## src/rtl/bus_cycle_master.sv

```systemverilog
// bus_cycle_master: 68000-style asynchronous bus cycle master with DTACK/BERR handshake and WAIT timeout.
module bus_cycle_master #(
  parameter int TIMEOUT = 64
) (
  input  logic        i_CLK,
  input  logic        i_RESET,
  input  logic        i_REQ,
  input  logic [23:0] i_REQ_ADDR,
  input  logic        i_REQ_RW,
  input  logic        i_REQ_SIZE,
  input  logic [15:0] i_REQ_WDATA,
  output logic        o_BUSY,
  output logic        o_DONE,
  output logic        o_ERR,
  output logic [15:0] o_RDATA,
  output logic [22:0] o_A,
  output logic        o_AS_n,
  output logic        o_UDS_n,
  output logic        o_LDS_n,
  output logic        o_RW,
  output logic [15:0] o_D_OUT,
  output logic        o_D_OE,
  input  logic [15:0] i_D_IN,
  input  logic        i_DTACK_n,
  input  logic        i_BERR_n
);
  typedef enum logic [2:0] {IDLE, ADDR, ASSERT, WAIT, DATA, RELEASE} state_t;
  state_t      state_q, state_d;
  logic [7:0]  cnt_q, cnt_d;
  logic        a0_q, size_q, err_d, accept, rw_d, ds_d, misaligned;
  assign accept     = state_q == IDLE && i_REQ && i_DTACK_n;
  assign misaligned = i_REQ_SIZE && i_REQ_ADDR[0];
  assign rw_d       = accept ? i_REQ_RW : o_RW;
  always_comb begin
    state_d = state_q;
    err_d   = 1'b0;
    cnt_d   = state_q == WAIT ? cnt_q + 8'd1 : 8'd0;
    case (state_q)
      IDLE: if (accept) begin
        state_d = misaligned ? RELEASE : ADDR;
        err_d   = misaligned;
      end
      ADDR:   state_d = ASSERT;
      ASSERT: state_d = WAIT;
      WAIT: if (!i_BERR_n) begin
        state_d = RELEASE;
        err_d   = 1'b1;
      end else if (!i_DTACK_n) begin
        state_d = DATA;
      end else if (cnt_q == 8'(TIMEOUT - 1)) begin
        state_d = RELEASE;
        err_d   = 1'b1;
      end
      DATA:    state_d = RELEASE;
      default: state_d = IDLE;
    endcase
  end
  // Reads drop data strobes together with AS; writes wait one cycle so data is stable first.
  assign ds_d = state_d inside {WAIT, DATA} || (state_d == ASSERT && o_RW);
  always_ff @(posedge i_CLK or posedge i_RESET) begin
    if (i_RESET) begin
      state_q <= IDLE;
      cnt_q   <= 8'd0;
      a0_q    <= 1'b0;
      size_q  <= 1'b0;
      o_A     <= '0;
      o_RW    <= 1'b1;
      o_D_OUT <= '0;
      o_D_OE  <= 1'b0;
      o_AS_n  <= 1'b1;
      o_UDS_n <= 1'b1;
      o_LDS_n <= 1'b1;
      o_BUSY  <= 1'b0;
      o_DONE  <= 1'b0;
      o_ERR   <= 1'b0;
      o_RDATA <= '0;
    end else begin
      state_q <= state_d;
      cnt_q   <= cnt_d;
      if (accept) begin
        a0_q    <= i_REQ_ADDR[0];
        size_q  <= i_REQ_SIZE;
        o_A     <= i_REQ_ADDR[23:1];
        o_RW    <= i_REQ_RW;
        o_D_OUT <= i_REQ_SIZE ? i_REQ_WDATA : {2{i_REQ_WDATA[7:0]}};
      end
      o_D_OE  <= !rw_d && state_d inside {ADDR, ASSERT, WAIT, DATA};
      o_AS_n  <= !(state_d inside {ASSERT, WAIT, DATA});
      o_UDS_n <= !(ds_d && (size_q || !a0_q));
      o_LDS_n <= !(ds_d && (size_q || a0_q));
      o_BUSY  <= state_d != IDLE;
      o_DONE  <= state_d == RELEASE;
      o_ERR   <= err_d;
      if (state_q == DATA && o_RW)
        o_RDATA <= size_q ? i_D_IN : {8'h00, a0_q ? i_D_IN[7:0] : i_D_IN[15:8]};
    end
  end
endmodule

```

## config.mk

```make
export PLATFORM = sky130hd
export DESIGN_NAME = bus_cycle_master
export DESIGN_NICKNAME = d
export VERILOG_FILES = /design/src/rtl/bus_cycle_master.sv
export SDC_FILE = /design/constraint.sdc
export NUM_CORES = 1
export LEC_CHECK = 0
export CORE_UTILIZATION = 39
export CTS_CLUSTER_SIZE = 25
export DETAILED_ROUTE_END_ITERATION = 12
export PLACE_DENSITY = 0.79
export SYNTH_ARGS = -nofsm -noshare
export SYNTH_HDL_FRONTEND = slang
export SYNTH_SLANG_ARGS = --single-unit
```

## constraint.sdc

```tcl
create_clock -name i_CLK -period 2.7 [get_ports i_CLK]
set_input_delay 0.81 -clock i_CLK [delete_from_list [all_inputs] [get_ports i_CLK]]
set_output_delay 0.81 -clock i_CLK [all_outputs]
set_load 0.01 [all_outputs]
```

==> results.toml, run 1 <==
[clocking]
cts_made_buffers = 9
h-tree-depth = 3
tritoncts = "yes"
clockBufferDepth = 2
cts_resized = 0
postCtsSetupRepairBufs = 0
path_clk_slew_ns = 0.08
cts_num_sinks = 76
clk_latency_ns = 0.33
cts_hold_buf = 0
root_buffer = "clkbuf_8"

[timing]
hold_ws_ns = 0.483
fin_crit_ns = 2.23
final.setup.tns_ns = 0
hold_violations = 0
finalMaxSlewViolations = 0
worst_pin_slew_ns = 0.590
min_period_over_period_pct = 82.7
grt_setup_unrepaired = "false"
timing.slew.headroom_pct = 60.7
fmax_mhz = 448
skew_ns = 0.00734
setup_viol = 0
worst_slack_ns = 0.466

[synthesis]
synth_top_area_share_pct = 57.7
synth_nets = 320
yosysTopAreaCell = "dfrtp_1"
synth-seq-cells = 76
synth_most_common_cell = "dfrtp_1"
synth_ff_type = "dfrtp_1"
synth-async-reset-ratio_pct = 100
syn_avg_cell_area_um2 = 12.2
synth_cells = 256
synth_area_um2 = 3120
synth_common_cells = "dfrtp_1, mux2_2, nand2_1, o21ai_0, nor2_1"
yosysUniqueCellTypes = 30
yosysWarningCount = 0
netlist_top_cells_area = "dfrtp_1, mux2_2, mux2i_1, nand2_1, dfstp_2"
yosysSeqAreaShare_pct = 61.1
synth_edf_count = 0

[global_routing]
track_usage_pct = 17.7
grt_pass1_wl_um = 11700
grt.overflow.total = 0
grt_pass1_vias = 2482
grt_max_degree = 54
antenna_found_initial = 0

[pwr]
powerDensity_nw_per_um2 = 1060
power.total_uw = 5000
leakage_uw = 0.00202
ir_drop_mv = 0.494

[placement]
dp_hpwl_um = 5010
port-buffer-count = 125
dp_slack_ns = 0.204
globalplace.congestion = 0.795

[floorplanning]
pin_count = 126
fp.dieH_um = 91.5
core_area_um2 = 7730
fp.dieArea_um2 = 8370
rows = 32
chipWidth_um = 91.5
start_util_pct = 40.4

[cells_and_area]
antenna_cells = 0
nFillCells = 620
finalNetCount = 451
multi_input_area_um2 = 1110
drive_gt1_share_pct = 16.9
final_core_util_pct = 61.1
syn_to_final_growth_pct = 51.2
seq_area_um2 = 1910

[flow_run]
maxCapViolCount = 0

[detailed_routing]
drt-vias-per-instance = 4.83
top_layer = "met4"
wl_um = 6910
antenna_left = 0
vias = 2382
drt-initial-drc-count = 85
drt_pass1_iterations = 4
wl_met2_um = 3290
met3_length_um = 501
wl_met1_um = 3040
drc_errors = 0
wl_per_cell_um = 14.0

[setup_path]
crit_type = "reg2out"
path_cells = "clkdlybuf4s50_1"
cp.arrival_ns = 1.42
slowest_stage = "dfstp_2"
path_buf_inv = 1
worstSetupEndpointType = "output port"
max_stage_delay_ns = 0.56
worstSetupStartpointType = "flop"
cpLargestDelayFamily = "flip-flops"
required_ns = 1.89
cp_max_fo = 3

[min_path]
hp-class = "reg2reg"

[outcome]
status = "completed"
-- per-layer routing --
| layer | GRT usage [%] | vias up |
|---|---|---|
| met5 | 0 | - |
| met4 | 6.08 | 0 |
| met3 | 6.03 | 9 |
| met2 | 27.7 | 81 |
| met1 | 22.8 | 1155 |
| li1 | - | 1137 |
-- per-stage QoR --
stage               cell area, µm²  instances
finish                        4720        493
global route                  4720        493
CTS                           4720        493
detailed placement            4520        478
global placement              4520        478
floorplan                     3130        256
-- cell usage in the layout (no fill, tap or decap), drive strengths merged --
cell type,Yosys,routed
a211oi,1,1
a21oi,12,12
a221o,1,1
a41oi,2,2
and3,2,2
buf,7,7
bufinv,0,2
clkbuf,5,9
clkdlybuf4s50,0,125
clkinv,0,4
clkinvlp,0,1
dfrtp,72,72
dfstp,4,4
ha,1,1
inv,8,7
mux2,32,32
mux2i,16,16
nand2,30,30
nand3,6,6
nor2,22,22
nor3,1,1
nor4,1,1
o21ai,21,21
o21ba,1,1
o22ai,2,2
o32a,1,1
or2,2,2
xnor2,2,2
xor2,4,4
-- cells by family after synthesis --
family	share of synthesized area, %
buffers and inverters	3.49
adders and majority gates	0.401
muxes	16.7
AOI/OAI and AO/OA	7.50
DFF	61.1
and+or+nand+nor	9.18
xor gates and xnor gates	1.68
-- sequential cells by signal, summed over array words and instances, names as in the netlist --
signal	cells
a0_q	1
cnt_q	8
o_A	23
o_AS_n	1
o_BUSY	1
o_DONE	1
o_D_OE	1
o_D_OUT	16
o_ERR	1
o_LDS_n	1
o_RDATA	16
o_RW	1
o_UDS_n	1
size_q	1
state_q	3
-- where the power goes --
| group | leakage [µW] | internal, µW | switching [µW] | total (µW) |
|---|---|---|---|---|
| Sequential | 0.000924 | 1660 | 324 | 1980 |
| Clock | 0.000109 | 509 | 391 | 900 |
| Combinational | 0.000986 | 1260 | 858 | 2120 |
| Total | 0.00202 | 3430 | 1570 | 5000 |
-- worst paths after layout --
| path | slack (ns) | cells past startpoint | startpoint | end |
|---|---|---|---|---|
| worst max-delay path | 0.47 | 1 | o_RW | o_RW |
| worst min-delay path | 0.48 | 1 | a0_q | o_LDS_n |
| worst max register to register | 0.84 | 6 | cnt_q[0] | o_D_OE |
| worst min register to register | 0.48 | 1 | a0_q | o_LDS_n |
| max in group asynchronous | 1.30 | 3 | i_RESET | o_RDATA[5] |
| min in group asynchronous | 0.87 | 2 | i_RESET | o_A[13] |
-- cell type report --
type	instances	area share, %
Clock inverter	6	1.70
Sequential cell	76	40.4
Inverter	8	0.716
Clock buffer	9	2.62
Multi-Input combinational cell	160	23.4
Tap cell	102	2.70
Timing Repair Buffer	132	28.4
Note: power is estimated with default switching activity, not from simulation.
==> inputs of run 2 (changes only) <==
--- a/config.mk
+++ b/config.mk
@@ -5,10 +5,10 @@
 export SDC_FILE = /design/constraint.sdc
 export NUM_CORES = 1
 export LEC_CHECK = 0
-export CORE_UTILIZATION = 39
+export CORE_UTILIZATION = 43
 export CTS_CLUSTER_SIZE = 25
 export DETAILED_ROUTE_END_ITERATION = 12
-export PLACE_DENSITY = 0.79
+export PLACE_DENSITY = 0.83
 export SYNTH_ARGS = -nofsm -noshare
 export SYNTH_HDL_FRONTEND = slang
 export SYNTH_SLANG_ARGS = --single-unit
==> constraint.sdc (replaced) <==
create_clock -name i_CLK -period 2.32 [get_ports i_CLK]
set_input_delay 0.696 -clock i_CLK [delete_from_list [all_inputs] [get_ports i_CLK]]
set_output_delay 0.696 -clock i_CLK [all_outputs]
set_load 0.01 [all_outputs]
==> run 2 against run 1 <==
Cell count down 0.61%. Worst setup slack got worse by 0.25 ns. Hold slack improved by 0.0041 ns. Clock skew is 0.00070 ns higher. First-iteration DRC count fell by 28%.
==> results.toml, run 2 (synthesis results as in run 1) <==
[outcome]
status = "completed"

[global_routing]
busiest_layer = "met2"
grt_max_degree = 52
use_met2_pct = 33.5
grt_pass1_wl_um = 11100
use_met3_pct = 6.64
grt.overflow.total = 0
grt_pass1_vias = 2392
met1_usage_pct = 22.0
track_usage_pct = 19.2
antenna_found_initial = 0

[detailed_routing]
drt_pass1_iterations = 4
wl_um = 6850
wl_per_cell_um = 14.0
drc_errors = 0
antenna_left = 0
drt-vias-per-instance = 4.82
drt-initial-drc-count = 61
vias = 2362

[cells_and_area]
nFillCells = 550
final_core_util_pct = 67.9
largest_register_ffs = 23
regMostFlops = "o_A"
finalNetCount = 453
drive_gt1_share_pct = 17.0
seq_area_um2 = 1910
multi_input_area_um2 = 1110
antenna_cells = 0
layout_common_cells = "clkdlybuf4s50_1, dfrtp_1, mux2_2"
design_area_um2 = 4690
syn_to_final_growth_pct = 50.3
layout_commonest_cell = "clkdlybuf4s50_1"
top_regs = "o_A (23), o_D_OUT (16), o_RDATA (16)"

[placement]
port-buffer-count = 125
dp_hpwl_um = 5130
placed_cell_area_um2 = 4510
dp_slack_ns = -0.00361
globalplace.congestion = 0.763

[setup_path]
cpLargestDelayFamily = "flip-flops"
worstSetupStartpointType = "flop"
reg2reg_to = "o_D_OE"
reg2reg_from = "state_q[1]"
path_buf_inv = 1
cp.arrival_ns = 1.41
required_ns = 1.62
max_stage_delay_ns = 0.55
slowest_stage = "dfstp_2"
crit_type = "reg2out"
path_cells = "clkdlybuf4s50_1"
reg2reg_depth = 6
cp_max_fo = 3
worstSetupEndpointType = "output port"
reg2reg_slack_ns = 0.60

[timing]
fmax_mhz = 475
timing.slew.headroom_pct = 63.5
fin_crit_ns = 2.11
final.setup.tns_ns = 0
grt_setup_unrepaired = "false"
worst_slack_ns = 0.214
worst_pin_slew_ns = 0.547
hold_violations = 0
finalMaxSlewViolations = 0
min_period_over_period_pct = 90.8
skew_ns = 0.00804
setup_viol = 0

[floorplanning]
core_area_um2 = 6910
fp.dieH_um = 87.2
fp.dieArea_um2 = 7600
start_util_pct = 45.2
pin_count = 126
rows = 30
chipWidth_um = 87.2

[pwr]
ir_drop_mv = 0.810
leakage_uw = 0.00200
powerDensity_nw_per_um2 = 1210

[min_path]
hp-class = "reg2reg"
min_path_cells = 2
hold_start = "o_RDATA[2]"
worst_hold_path.endpoint = "o_RDATA[2]"

[clocking]
cts_hold_buf = 0
h-tree-depth = 3
clockBufferDepth = 2
root_buffer = "clkbuf_8"
path_clk_slew_ns = 0.07
clk_latency_ns = 0.33
cts_resized = 0
postCtsSetupRepairBufs = 0
tritoncts = "yes"
cts_made_buffers = 9
cts_num_sinks = 76

[flow_run]
maxCapViolCount = 0
==> run 2: worst max path at each step <==
stage | from | to | slack (ns) | cells after the start
6_report | o_RW | o_RW | 0.21 | 1
5_1_grt | o_RW | o_RW | 0.15 | 1
4_1_cts | o_RW | o_RW | 0.20 | 1
3_5_place_dp | i_DTACK_n | o_A[18] | -0.004 | 5
3_3_place_gp | i_DTACK_n | o_A[18] | 0.03 | 5
2_1_floorplan | i_DTACK_n | o_A[0] | 0.55 | 4
==> run 2: final cells by class <==
type | instances | share of cell area (%)
Sequential cell | 76 | 40.7
Timing Repair Buffer | 134 | 28.6
Clock inverter | 3 | 0.453
Multi-Input combinational cell | 160 | 23.6
Inverter | 8 | 0.720
Tap cell | 96 | 2.56
Clock buffer | 13 | 3.39
==> run 2: through the flow <==
| step | hold WS, ns | std cells | power (µW) |
|---|---|---|---|
| after floorplan | 0.441 | 256 | 3420 |
| after global placement | 0.462 | 474 | 4760 |
| after detailed placement | 0.471 | 474 | 4840 |
| after CTS | 0.492 | 490 | 5750 |
| after global routing | 0.518 | 490 | 6060 |
| final | 0.488 | 490 | 5680 |
==> run 2: layer usage <==
| metal | routed length [µm] | up-vias |
|---|---|---|
| li1 | - | 1144 |
| met1 | 2720 | 1137 |
| met2 | 3580 | 72 |
| met3 | 457 | 9 |
| met4 | 88 | 0 |
| met5 | 0 | - |
==> run 2: power by group <==
group	internal (µW)	switching, µW
clock network	448	447
registers	1930	371
logic	1490	995
total	3870	1810
==> inputs of run 3 (changes only) <==
--- a/config.mk
+++ b/config.mk
@@ -9,6 +9,7 @@
 export CTS_CLUSTER_SIZE = 25
 export DETAILED_ROUTE_END_ITERATION = 12
 export PLACE_DENSITY = 0.83
+export SLEW_MARGIN = 15
 export SYNTH_ARGS = -nofsm -noshare
 export SYNTH_HDL_FRONTEND = slang
 export SYNTH_SLANG_ARGS = --single-unit
==> results of run 3 <==
Final layout, timing and power as in run 2 (identical DEF).
